[config.mk]
export PLATFORM = sky130hd
export DESIGN_NAME = reg_write_arbiter
export DESIGN_NICKNAME = d
export VERILOG_FILES = /design/src/rtl/reg_write_arbiter.sv
export SDC_FILE = /design/constraint.sdc
export NUM_CORES = 1
export LEC_CHECK = 0
export CAP_MARGIN = 20
export CORE_MARGIN = 2
export CORE_UTILIZATION = 33
export CTS_BUF_LIST = sky130_fd_sc_hd__clkbuf_8
export CTS_CLUSTER_DIAMETER = 150
export DETAILED_ROUTE_END_ITERATION = 6
export GPL_ROUTABILITY_DRIVEN = 1
export GPL_TIMING_DRIVEN = 0
export PLACE_DENSITY = 0.76
export SETUP_SLACK_MARGIN = 0.05
export SLEW_MARGIN = 20
export SYNTH_ARGS = -nofsm -noshare
export SYNTH_HDL_FRONTEND = slang
export SYNTH_SLANG_ARGS = --single-unit
[constraint.sdc]
create_clock -name CLK -period 2.22 [get_ports CLK]
set_input_delay 0.666 -clock CLK [delete_from_list [all_inputs] [get_ports CLK]]
set_output_delay 0.666 -clock CLK [all_outputs]
set_load 0.02 [all_outputs]
[src/rtl/reg_write_arbiter.sv]
// Round-robin arbiter sharing the register bank write port among four requesters.
// Optional macro REG_WRITE_ARBITER_R0_DISCARD_EN: register 0 is hardwired zero.
module reg_write_arbiter (
  input  logic         CLK,
  input  logic         RST,
  input  logic [3:0]   REQ,
  input  logic [19:0]  REQ_ADDR,
  input  logic [127:0] REQ_DATA,
  output logic [3:0]   GNT,
  output logic [31:0]  LOAD,
  output logic [31:0]  WDATA,
  output logic         BUSY
);

  typedef enum logic [0:0] {
    S_IDLE  = 1'b0,
    S_WRITE = 1'b1
  } state_t;

  state_t      state_q, state_d;
  logic [1:0]  ptr_q, ptr_d;
  logic [1:0]  win_q, win_d;
  logic [3:0]  gnt_q, gnt_d;
  logic [31:0] load_q, load_d;
  logic [31:0] wdata_q, wdata_d;
  logic        busy_q, busy_d;

  logic        found_s;
  logic [1:0]  cand_s;
  logic [1:0]  idx_s;
  logic [4:0]  addr_s;
  logic [31:0] data_s;

  // Winner search: first requesting index starting at the priority pointer.
  always_comb begin
    found_s = 1'b0;
    cand_s  = ptr_q;
    idx_s   = ptr_q;
    for (int k = 0; k < 4; k++) begin
      idx_s = ptr_q + 2'(k);
      if (!found_s && REQ[idx_s]) begin
        found_s = 1'b1;
        cand_s  = idx_s;
      end else begin
        cand_s  = cand_s;
      end
    end
  end

  // Select the candidate's address and data.
  always_comb begin
    addr_s = 5'd0;
    data_s = 32'd0;
    case (cand_s)
      2'd0:    begin addr_s = REQ_ADDR[4:0];   data_s = REQ_DATA[31:0];   end
      2'd1:    begin addr_s = REQ_ADDR[9:5];   data_s = REQ_DATA[63:32];  end
      2'd2:    begin addr_s = REQ_ADDR[14:10]; data_s = REQ_DATA[95:64];  end
      2'd3:    begin addr_s = REQ_ADDR[19:15]; data_s = REQ_DATA[127:96]; end
      default: begin addr_s = 5'd0;            data_s = 32'd0;            end
    endcase
  end

  // Next-state and next-output logic; outputs are loaded on the edge entering WRITE.
  always_comb begin
    state_d = state_q;
    ptr_d   = ptr_q;
    win_d   = win_q;
    gnt_d   = 4'd0;
    load_d  = 32'd0;
    wdata_d = 32'd0;
    busy_d  = 1'b0;
    case (state_q)
      S_IDLE: begin
        if (found_s) begin
          state_d = S_WRITE;
          win_d   = cand_s;
          gnt_d   = 4'b0001 << cand_s;
          busy_d  = 1'b1;
`ifdef REG_WRITE_ARBITER_R0_DISCARD_EN
          if (addr_s == 5'd0) begin
            load_d  = 32'd0;
            wdata_d = 32'd0;
          end else begin
            load_d  = 32'd1 << addr_s;
            wdata_d = data_s;
          end
`else
          load_d  = 32'd1 << addr_s;
          wdata_d = data_s;
`endif
        end else begin
          state_d = S_IDLE;
        end
      end
      S_WRITE: begin
        // The write slot always lasts exactly one cycle.
        state_d = S_IDLE;
        ptr_d   = win_q + 2'd1;
      end
      default: begin
        state_d = S_IDLE;
      end
    endcase
  end

  // State, pointer and output registers with synchronous reset.
  always_ff @(posedge CLK) begin
    if (RST) begin
      state_q <= S_IDLE;
      ptr_q   <= 2'd0;
      win_q   <= 2'd0;
      gnt_q   <= 4'd0;
      load_q  <= 32'd0;
      wdata_q <= 32'd0;
      busy_q  <= 1'b0;
    end else begin
      state_q <= state_d;
      ptr_q   <= ptr_d;
      win_q   <= win_d;
      gnt_q   <= gnt_d;
      load_q  <= load_d;
      wdata_q <= wdata_d;
      busy_q  <= busy_d;
    end
  end

  assign GNT   = gnt_q;
  assign LOAD  = load_q;
  assign WDATA = wdata_q;
  assign BUSY  = busy_q;

endmodule

---- Yosys cells after proc, flatten, opt, wreduce, memory -nomap -nowiden ----
Cells that the tools add are included.
operators by class
  bitwise operators ....................... 2
  multiplexer cells ....................... 19
  equal/unequal tests ..................... 3
  $lt $le $gt $ge ......................... 4
  $add $sub $neg .......................... 4
  reductions and logical operators ........ 10
  shift-type cells ........................ 2
operators with widths
  operator                                                               count
  32-bit one-hot mux with 4 select lines                                 1
  1-bit by 5-bit << shifter with 32-bit output (first input constant)    1
  5-bit one-hot mux with 4 select lines                                  1
  2-bit by 3-bit < comparator with 1-bit output (second input constant)  4
  1-bit two-way mux                                                      9
  1-bit binary-select mux with 2-bit select                              4
  2-bit two-way mux                                                      3
  2-bit by 1-bit adder with 2-bit output (second input constant)         2
  2-bit adder (second input constant)                                    2
  2-bit == test (second input constant)                                  2
  1-bit by 2-bit << shifter with 4-bit output (first input constant)     1
  1-bit logical AND                                                      3
  1-bit logical NOT                                                      3
  3-bit OR reduction                                                     1
  2-bit by 1-bit == test with 1-bit output (second input constant)       1
  2-bit logical NOT                                                      1
  1-bit NOT                                                              2
  1-bit one-hot mux with 2 select lines                                  1
  2-bit AND reduction                                                    1
  2-bit OR reduction                                                     1
storage, ports and cells
  word-level logic and storage cells ...... 51
  output and inout bits ................... 69
  input bits .............................. 154
  bits in registers ....................... 74

---- Logic depth before layout (Yosys ltp) ----
Gate-level depths: netlist of the first run.
  word-level depth ........................ 15
  mapped depth ............................ 9
  mapped depth without buffers ............ 6

---- Worst setup path before layout of the first run ----
No wires, ideal clock.
  kind .................................... input port to flip-flop
  from .................................... input REQ[0]
  to ...................................... register load_q[10], in the netlist LOAD[10]
  stages .................................. 6
  data arrival time ....................... 2.213 ns
  library setup time ...................... 0.143 ns
  path slack .............................. -0.136 ns
  path buffers ............................ 0
  data required time ...................... 2.077 ns
  path through ............................ or4_1 > nor3b_2 > nand4_1 > and3b_1 > o211ai_1 > nor4_1
on the way
  longest elaborated chain between the ends .. 15
  elaborated cells between the ends (all ways) .. 29
  classes of those cells .................. eq/ne: 3; shift: 1; mux: 16; bitwise: 1; reduce/logical: 8
ends and longest elaborated chain
  element                                       line  RTL
  start, declared                               6     input logic [3:0] REQ,
  1-bit binary-select mux with 2-bit select     41    if (!found_s && REQ[idx_s]) begin
  1-bit two-way mux (not written as such)       41
  1-bit two-way mux                             41
  1-bit logical NOT                             41
  1-bit logical AND                             41
  1-bit two-way mux                             41
  1-bit logical NOT                             41
  1-bit logical AND                             41
  1-bit two-way mux                             41
  1-bit logical NOT                             41
  1-bit logical AND                             41
  2-bit two-way mux                             41
  2-bit == test, or another cell as far along   54    case (cand_s)
  5-bit one-hot mux with 4 select lines         54
  1-bit by 5-bit << shifter with 32-bit output  88    load_d = 32'd1 << addr_s;
  end signal, assigned                          121   load_q <= load_d;
  end, declared                                 24    logic [31:0] load_q, load_d;
Parallel ways exist; a longest one is shown, timed or not. The select of a mux whose other input is x is not followed.
A chain may end at the register's enable or synchronous reset.

---- Worst setup path in the final report of the first run ----
  from .................................... input REQ[2]
  to ...................................... register load_q[22], in the netlist LOAD[22]
Same word-level chain as after synthesis.

==> impl_metrics.yaml, run 1 <==
routing:
  drtIter0Drc: 188
  drcViolationCount: 0
  ant_nets: 0
  vias: 4310
  first_pass_iters: 5
  routed_via_density: 5.08
  wl_per_cell_microns: 16.6
  routed_wl_microns: 14000
setup_path:
  endpoint_kind: "register"
  critPathMaxFanout: 10
  rrSetupSlack_ns: -0.03
  arrival_ns: 2.49
  worstPathRequired_ns: 2.45
  cp_cell_sequence: "buf_2 -> nor2b_4 -> buf_4 -> o21ai_4 -> nand2_8 -> buf_12 -> a32o_2 -> buf_4 -> nor4_1"
  start_kind: "input pin"
  rr_endpoint: "LOAD[22]$_SDFF_PP0_"
  reg2reg_depth: 8
  timing.rr.start: "ptr_q[1]$_SDFFE_PP0P_"
  crit_type: "in2reg"
  crit_slowest_cell: "nor4_1"
  path_common_cell: "buf_4"
  cpPeakStageDelay_ns: 0.35
floorplan:
  num_io_pins: 223
  die_w_microns: 104
  core-area_sq_um: 9730
  die-area_sq_um: 10800
  die_h_microns: 104
  num_rows: 36
  initial_utilization_pct: 33.7
cts:
  max-clock-path-buffers: 2
  cts_hold_buffers: 0
  cts_tree: "yes"
  clk_transition_reported_paths_ns: 0.08
  root_buffer: "clkbuf_8"
  clk_latency_ns: 0.34
  htree_num_levels: 3
  cts.sinks: 73
  cts_made_buffers: 9
power:
  leakage_nw: 2.80
  ir_drop_v: 0.000441
  powerDensity_nw_per_um2: 669
sta:
  holdWs_ns: 0.493
  rsz0062_at_grt: "true"
  relSlewSlack_pct: 65.9
  tns_ns: -0.225
  fin_skew_ns: 0.0108
  worst_pin_slew_ns: 0.512
  slew_viol_final: 0
  fin_crit_sh_pct: 102
  min_period_ns: 2.26
  fmax_ghz: 0.442
  worst_slack_ns: -0.0444
  hold_violations: 0
  setup_viol: 13
logic_synthesis:
  synth_top_cells_by_count: "nand2_1 (136), dfxtp_1 (73), nand3_1 (66)"
  syn_nets: 588
  syn_inst: 434
  avgSynthCellArea_sq_um: 7.56
  synthesis.area_sq_um: 3280
  yosys.cell_types.count: 39
  async_reset_ff_share_pct: 0
  synth_top_flop_cell: "dfxtp_1"
  ys_ff_latch: 73
  synth_area_leaders: "dfxtp_1 (45%), nand2_1 (16%), nand3_1 (10%)"
  yosysTopAreaCellShare_pct: 44.6
  yosysTopAreaCell: "dfxtp_1"
  ys_warn_count: 0
  synth_edf_count: 0
  ys_seq_area_share_pct: 44.6
  yosysMostFrequentCell: "nand2_1"
global_routing:
  grt_pass1_vias: 4245
  grt_start_max_net_pins: 14
  grt_antenna_before_repair: 0
  grt_pass1_wl_microns: 20500
  grt_busiest_layer: "met2"
  grt_overflow: 0
  met2_usage_pct: 43.7
  grt.total_usage_pct: 23.5
  use_met1_pct: 24.5
  gr-usage-met3_pct: 8.24
hold_path:
  min_path_type: "reg2reg"
  hold_depth: 1
  min_from: "win_q[0]$_SDFFE_PP0P_"
  hold_end: "ptr_q[0]$_SDFFE_PP0P_"
layout:
  final_util_pct: 70.4
  fillers: 754
  area_growth_pct: 109
  drive_gt1_share_pct: 21.1
  n_antenna_cell: 0
  num-nets-final: 864
place:
  portBuffers: 222
  dp_hpwl_microns: 9550
  gp_congestion: 0.849
  post-place-ws_ns: -1.04
run_status:
  status: "finished with violations"
  violations: "setup timing"
run:
  cap_violations: 0
## how the worst max path moves through the flow
stage,from,end,slack (ns),cells after the start
finish,REQ[2],LOAD[22]$_SDFF_PP0_,-0.04,9
detailed placement,REQ[2],WDATA[3]$_SDFF_PP0_,-1.04,9
global placement,REQ[2],WDATA[4]$_SDFF_PP0_,-1.0,9
CTS,REQ[0],LOAD[10]$_SDFF_PP0_,0.04,8
floorplan,REQ[0],LOAD[10]$_SDFF_PP0_,-0.08,6
global route,REQ[0],LOAD[22]$_SDFF_PP0_,-0.15,10
## cell usage in the layout, fill, tap and decap left out, types with 4 or more instances in the layout
cell / count
clkdlybuf4s50_1: 216
buf_12: 4
clkbuf_8: 9
nor4_4: 5
buf_2: 8
clkbuf_1: 7
a21oi_2: 5
clkbuf_2: 5
clkbuf_4: 5
and3_1: 32
bufinv_16: 4
nor4_1: 9
buf_4: 37
dfxtp_1: 71
nor4_2: 19
buf_6: 9
nand2_1: 134
nand3_1: 64
nor2_1: 11
## kinds of logic after synthesis
kind of cell | Yosys count | synth area share [%]
and+or+nand+nor | 297 | 43.5
DFF | 73 | 44.6
buffers and inverters | 33 | 4.20
AOI/OAI and AO/OA | 30 | 7.52
xor gates and xnor gates | 1 | 0.267
## power by group
part           leakage [nW]  internal, mW  switching, mW
Combinational          2.07         0.845          0.900
Clock                 0.133         0.863          0.535
Sequential            0.597          1.40         0.0372
Total                  2.80          3.11           1.47
## area by class of cell
cell class / count / area, sq um / area share (%)
Buffer: 31 / 218 / 3.18
Clock buffer: 9 / 124 / 1.81
Clock inverter: 7 / 143 / 2.08
Inverter: 2 / 7.51 / 0.110
Multi-Input combinational cell: 328 / 2130 / 31.1
Sequential cell: 73 / 1460 / 21.4
Tap cell: 133 / 166 / 2.43
Timing Repair Buffer: 265 / 2600 / 37.9
## per-layer routing
layer	part of all wire, %	up-vias
li1	-	2068
met3	8.3	28
met2	51	209
met1	38	2005
met4	2.4	0
met5	0	-
## stage by stage
stage               total power, mW  cell area [sq um]  instances
global route                   4.76               6850        848
finish                         4.58               6850        848
CTS                            4.39               6500        830
floorplan                      2.20               3410        434
global placement               2.81               5800        789
detailed placement             2.83               5800        789
## critical path, delay by kind of cell
kind            cells  cell delay [ns]
simple gates        3             0.61
compound gates      2             0.59
buf+inv             4             0.62
## registers in the layout, summed over array words and instances (netlist names)
signal	flops
GNT	4
state_q	1
win_q	2
LOAD	32
WDATA	32
ptr_q	2
## timing repair
action                                  4_1_cts  5_1_grt
cloned                                        2        0
resized for setup                            75       40
setup buffers                                23       18
pin swaps                                    20       18
endpoints found under the setup margin       70       65
(Power assumes the default switching activity.)
==> inputs of run 2 (changes only) <==
SLEW_MARGIN = not set   (was 20)
==> results of run 2 <==
No change in the layout: final DEF, timing and power equal those of run 1.
